==> src/rtl/trap_arbiter.sv <==
// Commit-stage trap arbiter: synchronises the interrupt lines, resolves the highest-priority
// interrupt / exception / xRET and hands one trap to the CSR unit followed by a one-cycle flush.
module trap_arbiter #(
    parameter int XLEN      = 64,
    parameter bit HAS_SMODE = 1'b1,
    parameter int IRQ_SYNC  = 2
) (
    input  logic            clk,
    input  logic            rst_n,
    input  logic            commit_valid_i,
    input  logic [14:0]     commit_exc_i,
    input  logic [XLEN-1:0] commit_pc_i,
    input  logic [XLEN-1:0] commit_tval_i,
    input  logic [1:0]      priv_i,
    input  logic            mstatus_mie_i,
    input  logic            mstatus_sie_i,
    input  logic [11:0]     mie_i,
    input  logic [11:0]     mideleg_i,
    input  logic [15:0]     medeleg_i,
    input  logic [11:0]     mip_sw_i,
    input  logic            irq_mext_i,
    input  logic            irq_msw_i,
    input  logic            irq_mtimer_i,
    output logic [11:0]     mip_o,
    output logic            stall_o,
    output logic            trap_valid_o,
    input  logic            trap_ready_i,
    output logic [1:0]      trap_kind_o,
    output logic [3:0]      trap_cause_o,
    output logic [XLEN-1:0] trap_tval_o,
    output logic [XLEN-1:0] trap_epc_o,
    output logic [1:0]      trap_priv_o,
    output logic            flush_o
);

    localparam logic [1:0] PRIV_U = 2'd0;
    localparam logic [1:0] PRIV_S = 2'd1;
    localparam logic [1:0] PRIV_M = 2'd3;

    localparam logic [1:0] KIND_EXC  = 2'd0;
    localparam logic [1:0] KIND_IRQ  = 2'd1;
    localparam logic [1:0] KIND_XRET = 2'd2;

    localparam int EXC_FETCH_AF  = 14;
    localparam int EXC_FETCH_PF  = 13;
    localparam int EXC_LOAD_AF   = 12;
    localparam int EXC_LOAD_PF   = 11;
    localparam int EXC_STORE_AF  = 10;
    localparam int EXC_STORE_PF  = 9;
    localparam int EXC_FETCH_MIS = 8;
    localparam int EXC_LOAD_MIS  = 7;
    localparam int EXC_STORE_MIS = 6;
    localparam int EXC_ECALL     = 5;
    localparam int EXC_MRET      = 4;
    localparam int EXC_SRET      = 3;
    localparam int EXC_URET      = 2;
    localparam int EXC_ILLEGAL   = 1;
    localparam int EXC_BKPT      = 0;

    // Lowest priority at index 0; a later hit in the scan overrides an earlier one.
    localparam logic [5:0][3:0] IRQ_ORDER = {4'd11, 4'd3, 4'd7, 4'd9, 4'd1, 4'd5};

    typedef enum logic [1:0] {
        IDLE  = 2'd0,
        REQ   = 2'd1,
        FLUSH = 2'd2
    } state_t;

    function automatic logic irq_takeable(input logic       pend,
                                          input logic       deleg,
                                          input logic [1:0] priv,
                                          input logic       m_en,
                                          input logic       s_en);
        logic ok;
        if (deleg) begin
            ok = (priv == PRIV_U) || ((priv == PRIV_S) && s_en);
        end else begin
            ok = (priv != PRIV_M) || m_en;
        end
        return pend && ok;
    endfunction

    state_t                 state_r, state_s;
    logic [IRQ_SYNC-1:0][2:0] sync_r;
    logic [11:0]            mip_s;
    logic [11:0]            pend_s;
    logic                   irq_hit_s;
    logic [3:0]             irq_cause_s;
    logic                   ill_s;
    logic                   mret_ok_s;
    logic                   sret_ok_s;
    logic                   exc_hit_s;
    logic [3:0]             exc_cause_s;
    logic [XLEN-1:0]        exc_tval_s;
    logic                   ev_s;
    logic [1:0]             ev_kind_s;
    logic [3:0]             ev_cause_s;
    logic [XLEN-1:0]        ev_tval_s;
    logic [1:0]             ev_priv_s;
    logic                   latch_s;
    logic                   stall_s;
    logic                   trap_valid_r;
    logic                   flush_r;
    logic [1:0]             kind_r;
    logic [3:0]             cause_r;
    logic [XLEN-1:0]        tval_r;
    logic [XLEN-1:0]        epc_r;
    logic [1:0]             priv_r;
    logic                   unused_s;

    // Synchroniser chain, one {mext, mtimer, msw} triple per stage.
    always_ff @(posedge clk or negedge rst_n) begin
        if (!rst_n) begin
            sync_r <= '0;
        end else begin
            sync_r[0] <= {irq_mext_i, irq_mtimer_i, irq_msw_i};
            for (int i = 1; i < IRQ_SYNC; i++) begin
                sync_r[i] <= sync_r[i-1];
            end
        end
    end

    // Merge synchronised machine lines with the software-writable supervisor bits.
    always_comb begin
        mip_s     = 12'd0;
        mip_s[11] = sync_r[IRQ_SYNC-1][2];
        mip_s[7]  = sync_r[IRQ_SYNC-1][1];
        mip_s[3]  = sync_r[IRQ_SYNC-1][0];
        mip_s[9]  = mip_sw_i[9];
        mip_s[5]  = mip_sw_i[5];
        mip_s[1]  = mip_sw_i[1];
    end

    assign unused_s = ^{mip_sw_i[11:10], mip_sw_i[8:6], mip_sw_i[4:2], mip_sw_i[0]};

    // Pick the highest-priority takeable interrupt.
    always_comb begin
        irq_hit_s   = 1'b0;
        irq_cause_s = 4'd0;
        pend_s      = mip_s & mie_i;
        for (int k = 0; k < 6; k++) begin
            if (irq_takeable(pend_s[IRQ_ORDER[k]], HAS_SMODE && mideleg_i[IRQ_ORDER[k]],
                             priv_i, mstatus_mie_i, mstatus_sie_i)) begin
                irq_hit_s   = 1'b1;
                irq_cause_s = IRQ_ORDER[k];
            end else begin
                irq_hit_s   = irq_hit_s;
                irq_cause_s = irq_cause_s;
            end
        end
    end

    // Resolve exception cause/tval; returns not permitted at this privilege become illegal.
    always_comb begin
        ill_s = commit_exc_i[EXC_ILLEGAL] || commit_exc_i[EXC_URET]
             || (commit_exc_i[EXC_MRET] && (priv_i != PRIV_M))
             || (commit_exc_i[EXC_SRET] && ((priv_i == PRIV_U) || !HAS_SMODE));
        mret_ok_s   = commit_exc_i[EXC_MRET] && (priv_i == PRIV_M);
        sret_ok_s   = commit_exc_i[EXC_SRET] && (priv_i != PRIV_U) && HAS_SMODE;
        exc_hit_s   = 1'b1;
        exc_cause_s = 4'd0;
        exc_tval_s  = commit_tval_i;
        if (commit_exc_i[EXC_BKPT]) begin
            exc_cause_s = 4'd3;
            exc_tval_s  = commit_pc_i;
        end else if (commit_exc_i[EXC_FETCH_PF]) begin
            exc_cause_s = 4'd12;
        end else if (commit_exc_i[EXC_FETCH_AF]) begin
            exc_cause_s = 4'd1;
        end else if (ill_s) begin
            exc_cause_s = 4'd2;
            exc_tval_s  = commit_exc_i[EXC_ILLEGAL] ? commit_tval_i : {XLEN{1'b0}};
        end else if (commit_exc_i[EXC_FETCH_MIS]) begin
            exc_cause_s = 4'd0;
        end else if (commit_exc_i[EXC_ECALL]) begin
            exc_cause_s = 4'd8 + {2'd0, priv_i};
            exc_tval_s  = {XLEN{1'b0}};
        end else if (commit_exc_i[EXC_STORE_MIS]) begin
            exc_cause_s = 4'd6;
        end else if (commit_exc_i[EXC_LOAD_MIS]) begin
            exc_cause_s = 4'd4;
        end else if (commit_exc_i[EXC_STORE_PF]) begin
            exc_cause_s = 4'd15;
        end else if (commit_exc_i[EXC_LOAD_PF]) begin
            exc_cause_s = 4'd13;
        end else if (commit_exc_i[EXC_STORE_AF]) begin
            exc_cause_s = 4'd7;
        end else if (commit_exc_i[EXC_LOAD_AF]) begin
            exc_cause_s = 4'd5;
        end else begin
            exc_hit_s  = 1'b0;
            exc_tval_s = {XLEN{1'b0}};
        end
    end

    // Final selection: interrupt, then exception, then a legal xRET.
    always_comb begin
        ev_kind_s  = KIND_EXC;
        ev_cause_s = 4'd0;
        ev_tval_s  = {XLEN{1'b0}};
        ev_priv_s  = PRIV_M;
        if (irq_hit_s) begin
            ev_kind_s  = KIND_IRQ;
            ev_cause_s = irq_cause_s;
            ev_priv_s  = (HAS_SMODE && (priv_i <= PRIV_S) && mideleg_i[irq_cause_s]) ? PRIV_S : PRIV_M;
        end else if (exc_hit_s) begin
            ev_kind_s  = KIND_EXC;
            ev_cause_s = exc_cause_s;
            ev_tval_s  = exc_tval_s;
            ev_priv_s  = (HAS_SMODE && (priv_i <= PRIV_S) && medeleg_i[exc_cause_s]) ? PRIV_S : PRIV_M;
        end else if (mret_ok_s) begin
            ev_kind_s  = KIND_XRET;
            ev_priv_s  = PRIV_M;
        end else if (sret_ok_s) begin
            ev_kind_s  = KIND_XRET;
            ev_priv_s  = PRIV_S;
        end else begin
            ev_kind_s  = KIND_EXC;
        end
        ev_s = commit_valid_i && (irq_hit_s || exc_hit_s || mret_ok_s || sret_ok_s);
    end

    // State register.
    always_ff @(posedge clk or negedge rst_n) begin
        if (!rst_n) begin
            state_r <= IDLE;
        end else begin
            state_r <= state_s;
        end
    end

    // Next-state logic; stall is raised in the detecting cycle itself.
    always_comb begin
        state_s = state_r;
        latch_s = 1'b0;
        stall_s = 1'b0;
        case (state_r)
            IDLE: begin
                if (ev_s) begin
                    state_s = REQ;
                    latch_s = 1'b1;
                    stall_s = 1'b1;
                end else begin
                    state_s = IDLE;
                end
            end
            REQ: begin
                stall_s = 1'b1;
                if (trap_ready_i) begin
                    state_s = FLUSH;
                end else begin
                    state_s = REQ;
                end
            end
            FLUSH: begin
                stall_s = 1'b1;
                state_s = IDLE;
            end
            default: begin
                state_s = IDLE;
            end
        endcase
    end

    // Handshake outputs, registered from the next state.
    always_ff @(posedge clk or negedge rst_n) begin
        if (!rst_n) begin
            trap_valid_r <= 1'b0;
            flush_r      <= 1'b0;
        end else begin
            trap_valid_r <= (state_s == REQ);
            flush_r      <= (state_s == FLUSH);
        end
    end

    // Payload capture; frozen for the whole request regardless of commit inputs.
    always_ff @(posedge clk or negedge rst_n) begin
        if (!rst_n) begin
            kind_r  <= 2'd0;
            cause_r <= 4'd0;
            tval_r  <= {XLEN{1'b0}};
            epc_r   <= {XLEN{1'b0}};
            priv_r  <= 2'd0;
        end else if (latch_s) begin
            kind_r  <= ev_kind_s;
            cause_r <= ev_cause_s;
            tval_r  <= ev_tval_s;
            epc_r   <= commit_pc_i;
            priv_r  <= ev_priv_s;
        end
    end

    assign mip_o        = mip_s;
    assign stall_o      = stall_s;
    assign trap_valid_o = trap_valid_r;
    assign flush_o      = flush_r;
    assign trap_kind_o  = kind_r;
    assign trap_cause_o = cause_r;
    assign trap_tval_o  = tval_r;
    assign trap_epc_o   = epc_r;
    assign trap_priv_o  = priv_r;

endmodule

==> config.mk <==
export PLATFORM = sky130hd
export DESIGN_NAME = trap_arbiter
export DESIGN_NICKNAME = d
export VERILOG_FILES = /design/src/rtl/trap_arbiter.sv
export SDC_FILE = /design/constraint.sdc
export NUM_CORES = 1
export LEC_CHECK = 0
export CORE_AREA = 5 5 136 138
export DETAILED_ROUTE_END_ITERATION = 6
export DIE_AREA = 0 0 141 143
export GPL_ROUTABILITY_DRIVEN = 0
export PLACE_DENSITY = 0.81
export SETUP_SLACK_MARGIN = 0.5
export SLEW_MARGIN = 20
export SYNTH_ARGS = -nofsm -noshare
export SYNTH_HDL_FRONTEND = slang
export SYNTH_SLANG_ARGS = --single-unit
==> constraint.sdc <==
create_clock -name clk -period 4.51 [get_ports clk]
set_input_delay 0.902 -clock clk [delete_from_list [all_inputs] [get_ports clk]]
set_output_delay 0.902 -clock clk [all_outputs]
set_load 0.02 [all_outputs]
Word-level counts from Yosys, hierarchy flattened
Index checks and enable logic that the tools add are counted.
{"block": "classes", "magnitude_cmp": 3, "mux": 79, "eq_ne": 7, "n_mul": 0, "n_div": 0, "n_addsub": 1, "reduce_logical": 26, "bitwise_logic": 1, "shift": 0}
{"operator": "2-to-1 mux 64 bit", "n": 15}
{"operator": "2-to-1 mux 4 bit", "n": 17}
{"operator": "2-to-1 mux 1 bit", "n": 29}
{"operator": "2-to-1 mux 2 bit", "n": 11}
{"operator": "logical AND 1 bit", "n": 14}
{"operator": "AND 12 bit", "n": 1}
{"operator": "< comparator 4 x 5 -> 1 bit, second input constant", "n": 2}
{"operator": "2-to-1 mux 3 bit", "n": 3}
{"operator": "binary-select mux 1 bit (select 4 bit)", "n": 2}
{"operator": "logical OR 1 bit", "n": 8}
{"operator": "== test 2 x 1 -> 1 bit, second input constant", "n": 3}
{"operator": "== test 2 bit, second input constant", "n": 3}
{"operator": "adder 4 x 2 -> 4 bit, first input constant", "n": 1}
{"operator": "logical NOT 2 bit", "n": 2}
{"operator": "one-hot mux 2 bit (2 select lines)", "n": 1}
{"operator": "less-or-equal comparator 2 x 1 -> 1 bit, second input constant", "n": 1}
{"operator": "!= test 2 bit, second input constant", "n": 1}
{"operator": "one-hot mux 1 bit (2 select lines)", "n": 1}
{"operator": "nonzero test 2 bit", "n": 1}
{"operator": "OR reduction 2 bit", "n": 1}
{"block": "totals", "n_memories": 0, "latchBits": 0, "input_bits": 206, "mem_bits_rw": 0, "rom_bits": 0, "register_bits": 146, "output_inout_bits": 151}

Logic depth before layout (Yosys ltp)
Gate-level depths: netlist (run 1).
{"block": "depth", "depth_word": 19, "depth_mapped": 11, "ltp_nobuf": 9}

Least setup slack after synthesis (run 1)
Ideal clock, no wire load.
{"block": "synth_path", "path_kind": "input port to output port", "start": "in priv_i[0]", "end": "out stall_o", "n_path_buf": 1, "path_stages": 8, "slack_ps": 1120, "t_arrival_ps": 2488, "path_cell_list": "nor2b_1 a311oi_1 a21o_1 o21ai_1 nand2_2 clkbuf_1 nor2_1 nor2_1"}
{"block": "synth_via", "elab_chain_len": 17, "elab_cells_between_ends": 42}
{"element": "from (decl)", "line_no": "14", "rtl": "input logic [1:0] priv_i,"}
{"element": "== test 2 x 1 -> 1 bit", "line_no": "76", "rtl": "ok = (priv == PRIV_U) || ((priv == PRIV_S) && s_en);"}
{"element": "logical AND 1 bit", "line_no": "76"}
{"element": "logical OR 1 bit", "line_no": "76"}
{"element": "2-to-1 mux 1 bit", "line_no": "75", "rtl": "if (deleg) begin"}
{"element": "logical AND 1 bit", "line_no": "80", "rtl": "return pend && ok;"}
{"element": "2-to-1 mux 1 bit (6 in series)", "line_no": "142", "rtl": "if (irq_takeable(pend_s[IRQ_ORDER[k]], HAS_SMODE && mideleg_i[IRQ_ORDER[k]],"}
{"element": "logical OR 1 bit (2 in series)", "line_no": "220", "rtl": "ev_s = commit_valid_i && (irq_hit_s || exc_hit_s || mret_ok_s || sret_ok_s);"}
{"element": "logical OR 1 bit (*)", "line_no": "220"}
{"element": "logical AND 1 bit (*)", "line_no": "220"}
{"element": "2-to-1 mux 1 bit (*)", "line_no": "239", "rtl": "if (ev_s) begin"}
{"element": "one-hot mux 1 bit (2 select lines) (*)", "line_no": "237", "rtl": "case (state_r)"}
{"element": "to (decl)", "line_no": "25", "rtl": "output logic stall_o,"}
Every way passes the cells marked *; elsewhere a longest branch is shown, timed or not.

Worst setup path after layout (run 1)
{"block": "layout_path", "start": "in priv_i[1]", "end": "out stall_o"}
The elaborated chain is that of the path after synthesis.

==> results.json, run 1 <==
{
  "syn_avg_cell_area_um2": 9.06,
  "rrSetupSlack_ns": 2.19,
  "critical-path-slowest-cell": "sky130_fd_sc_hd__clkdlybuf4s50_1",
  "critPathMaxStageDelay_ns": 0.49,
  "yosysMostFrequentCell": "sky130_fd_sc_hd__nand2_1",
  "grt_pass1_wl_mm": 36.0,
  "drt_pass1_iterations": 7,
  "finalClockSkew_ns": 0.00864,
  "grt_start_max_net_pins": 86,
  "setup.worst_path.class": "in -> out",
  "worstHoldPathType": "reg -> reg",
  "synth-async-reset-ratio": 1.00,
  "worst_ep_arrival_time_ns": 3.01,
  "met2_wirelength_mm": 11.5,
  "via_count_of_the_first_global_routing_pass": 6736,
  "numCtsBuffers": 17,
  "area_overhead_of_the_layout_relative_to_synthesis_pct": 59.7,
  "cts_buffer_depth": 2,
  "antenna_found_initial": 1,
  "result_of_the_run": "completed",
  "htree_levels": 4,
  "fin_setup_tns_ns": 0,
  "post_synth_instance_area_mm2": 0.00677,
  "post_cts_hold_buffer_count": 0,
  "leakagePower_uw": 0.00479,
  "tritoncts": "yes",
  "final.min_clock_period_ns": 3.91,
  "number_of_input_and_output_port_buffers_inserted": 331,
  "number_of_enable_type_register_cells_in_the_synthesized_netlist": 0,
  "worst_path_dominant_cell_family": "buffers and inverters",
  "route.detailed.wl_per_inst_um": 18.3,
  "worst_slack_on_hold_paths_ns": 0.348,
  "timing.critical_path.buf_inv": 3,
  "post-route-util": 0.634,
  "cp.required_ns": 3.61,
  "maxSlewViolCount": 0,
  "area.sequential_mm2": 0.00365,
  "routedLengthMet1_mm": 9.05,
  "tightestPinTransition_ns": 0.863,
  "synthDominantAreaCellType": "sky130_fd_sc_hd__dfrtp_1",
  "setup_viol": 0,
  "vias": 6703,
  "fillCellCount": 1453,
  "dr_wl_met3_mm": 2.36,
  "die_y_um": 143,
  "crit_path_start_kind": "input port",
  "synth-main-ff-cell": "sky130_fd_sc_hd__dfrtp_1",
  "area_occupied_by_multi_input_gates_mm2": 0.00281,
  "topRoutingLayerUsed": "met5",
  "starting_density_of_the_core": 0.397,
  "max-slew-margin-rel": 0.425,
  "setup.worst_path.end_class": "output port",
  "source_to_sink_clock_delay_at_the_later_pin_of_the_worst_skew_pair_ns": 0.41,
  "vias_per_cell": 5.16,
  "drt_iter0_markers": 353,
  "synth.top_cells.by_count": "sky130_fd_sc_hd__nand2_1 (276), sky130_fd_sc_hd__dfrtp_1 (146), sky130_fd_sc_hd__a22oi_1 (66)",
  "coreArea_mm2": 0.0171,
  "grt_setup_unrepaired": "false",
  "worst-path-max-fanout": 5,
  "stdcell_area_mm2": 0.0108,
  "route.detailed.drc": 0,
  "hold_viol": 0,
  "placed_area_mm2": 0.0102,
  "syn_inst": 747,
  "maxCapViolations": 0,
  "io-pin-count": 357,
  "root_buffer": "sky130_fd_sc_hd__clkbuf_16",
  "crit_chain": "clkdlybuf4s50_1 > inv_2 > a2111oi_4 > nand2_2 > o41ai_4 > nand2_2 > nor2_1 > nor2_1 > dlygate4sd2_1",
  "drive_gt1_frac": 0.0596,
  "synth_warnings": 0,
  "vdd_drop_max_v": 0.000322,
  "yosys_register_bits": 146,
  "clock_sink_count": 146,
  "postRouteWirelength_mm": 23.7,
  "seq_area_frac_synth": 0.540,
  "power.density_mw_per_mm2": 625,
  "gr-usage-all-layers": 0.228,
  "final.period_utilization": 0.868,
  "synthDistinctLibCells": 59,
  "synthTopCellsByArea": "sky130_fd_sc_hd__dfrtp_1 (54%), sky130_fd_sc_hd__nand2_1 (15%), sky130_fd_sc_hd__a22oi_1 (7.3%)",
  "rows": 48,
  "die_span_in_x_um": 141,
  "residual_antenna_violating_net_count_after_detailed_routing": 0,
  "design.die.area_mm2": 0.0202,
  "synth.top_cell.area_share": 0.540,
  "insertedDiodeCount": 0,
  "clock_slew_at_the_register_clock_pins_of_the_worst_setup_and_hold_paths_ns": 0.06,
  "max_freq_mhz": 255,
  "hpwlAfterDp_mm": 17.3,
  "post_layout_net_count": 1270,
  "grt_overflow_total": 0
}
## report_power, final
group	leakage [uW]	switching, uW	internal, uW
Clock	0.000278	592	795
Sequential	0.00185	288	1870
Combinational	0.00266	1810	1410
## cell usage in the layout, fill, tap and decap left out, drive strengths merged, types with 4 or more instances in the layout
master	Yosys	layout
dfrtp	146	146
nand2b	6	6
nand2	278	278
o21ai	69	69
clkbuf	25	19
nand3	9	9
conb	1	6
a211oi	5	5
nor2	18	18
a22oi	66	66
buf	30	16
a31oi	4	4
clkdlybuf4s50	0	328
a21oi	16	16
inv	12	18
nand3b	5	5
## flip-flops by register name (all words and copies together) (netlist names), 2 cells and up
| register | flops |
|---|---|
| mip_o | 3 |
| trap_priv_o | 2 |
| trap_kind_o | 2 |
| trap_tval_o | 64 |
| sync_r | 3 |
| trap_cause_o | 4 |
| trap_epc_o | 64 |
| state_r | 2 |
## kinds of logic (layout without fill, tap and decap cells)
family / count (synthesis) / in the layout / synth area share
compound gates: 192 / 192 / 0.191
fa+ha+maj: 3 / 3 / 0.00555
buf+inv: 67 / 389 / 0.0521
flops: 146 / 146 / 0.540
mux: 5 / 5 / 0.0115
other cells: 1 / 6 / 0.000554
simple gates: 333 / 333 / 0.199
## metal layers
| metal | global-route usage | up-vias |
|---|---|---|
| li1 | - | 3179 |
| met1 | 0.267 | 3128 |
| met2 | 0.384 | 346 |
| met3 | 0.0810 | 48 |
| met4 | 0.0913 | 2 |
| met5 | 0 | - |
## final cells by class
type	count	share of cell area
Multi-Input combinational cell	539	0.260
Timing Repair Buffer	345	0.318
Clock inverter	13	0.0131
Tap cell	225	0.0260
Clock buffer	19	0.0410
Inverter	12	0.00417
Sequential cell	146	0.338
## stage by stage
step | cells | setup WS, ns | total power (uW)
global route | 1299 | 0.505 | 7150
floorplan | 752 | 1.12 | 3750
CTS | 1299 | 0.574 | 6830
finish | 1299 | 0.596 | 6760
global placement | 1266 | 0.341 | 5350
detailed placement | 1266 | 0.305 | 5420
## path summary, 6_finish.rpt
| path | startpoint | endpoint | depth (start not counted) |
|---|---|---|---|
| worst max-delay path | priv_i[1] | stall_o | 9 |
| worst min-delay path | sync_r[0] | mip_o[3] | 0 |
| worst max register to register | mip_o[3] | trap_epc_o[59] | 9 |
| worst min register to register | sync_r[0] | mip_o[3] | 0 |
| max in group asynchronous | rst_n | trap_epc_o[51] | 2 |
| min in group asynchronous | rst_n | trap_epc_o[18] | 1 |
## what timing repair did
| item | CTS | global route |
|---|---|---|
| pin swaps | 1 | 0 |
| buffers inserted | 1 | 0 |
| endpoints found under the setup margin | 1 | 1 |
| gates resized for setup | 1 | 2 |
Note: power is estimated with default switching activity, not from simulation.
==> run 2: changes to the inputs <==
- CTS_CLUSTER_SIZE: not set -> 10
==> results of run 2 <==
Same layout as run 1: the final DEF is identical, and so are final timing and power.
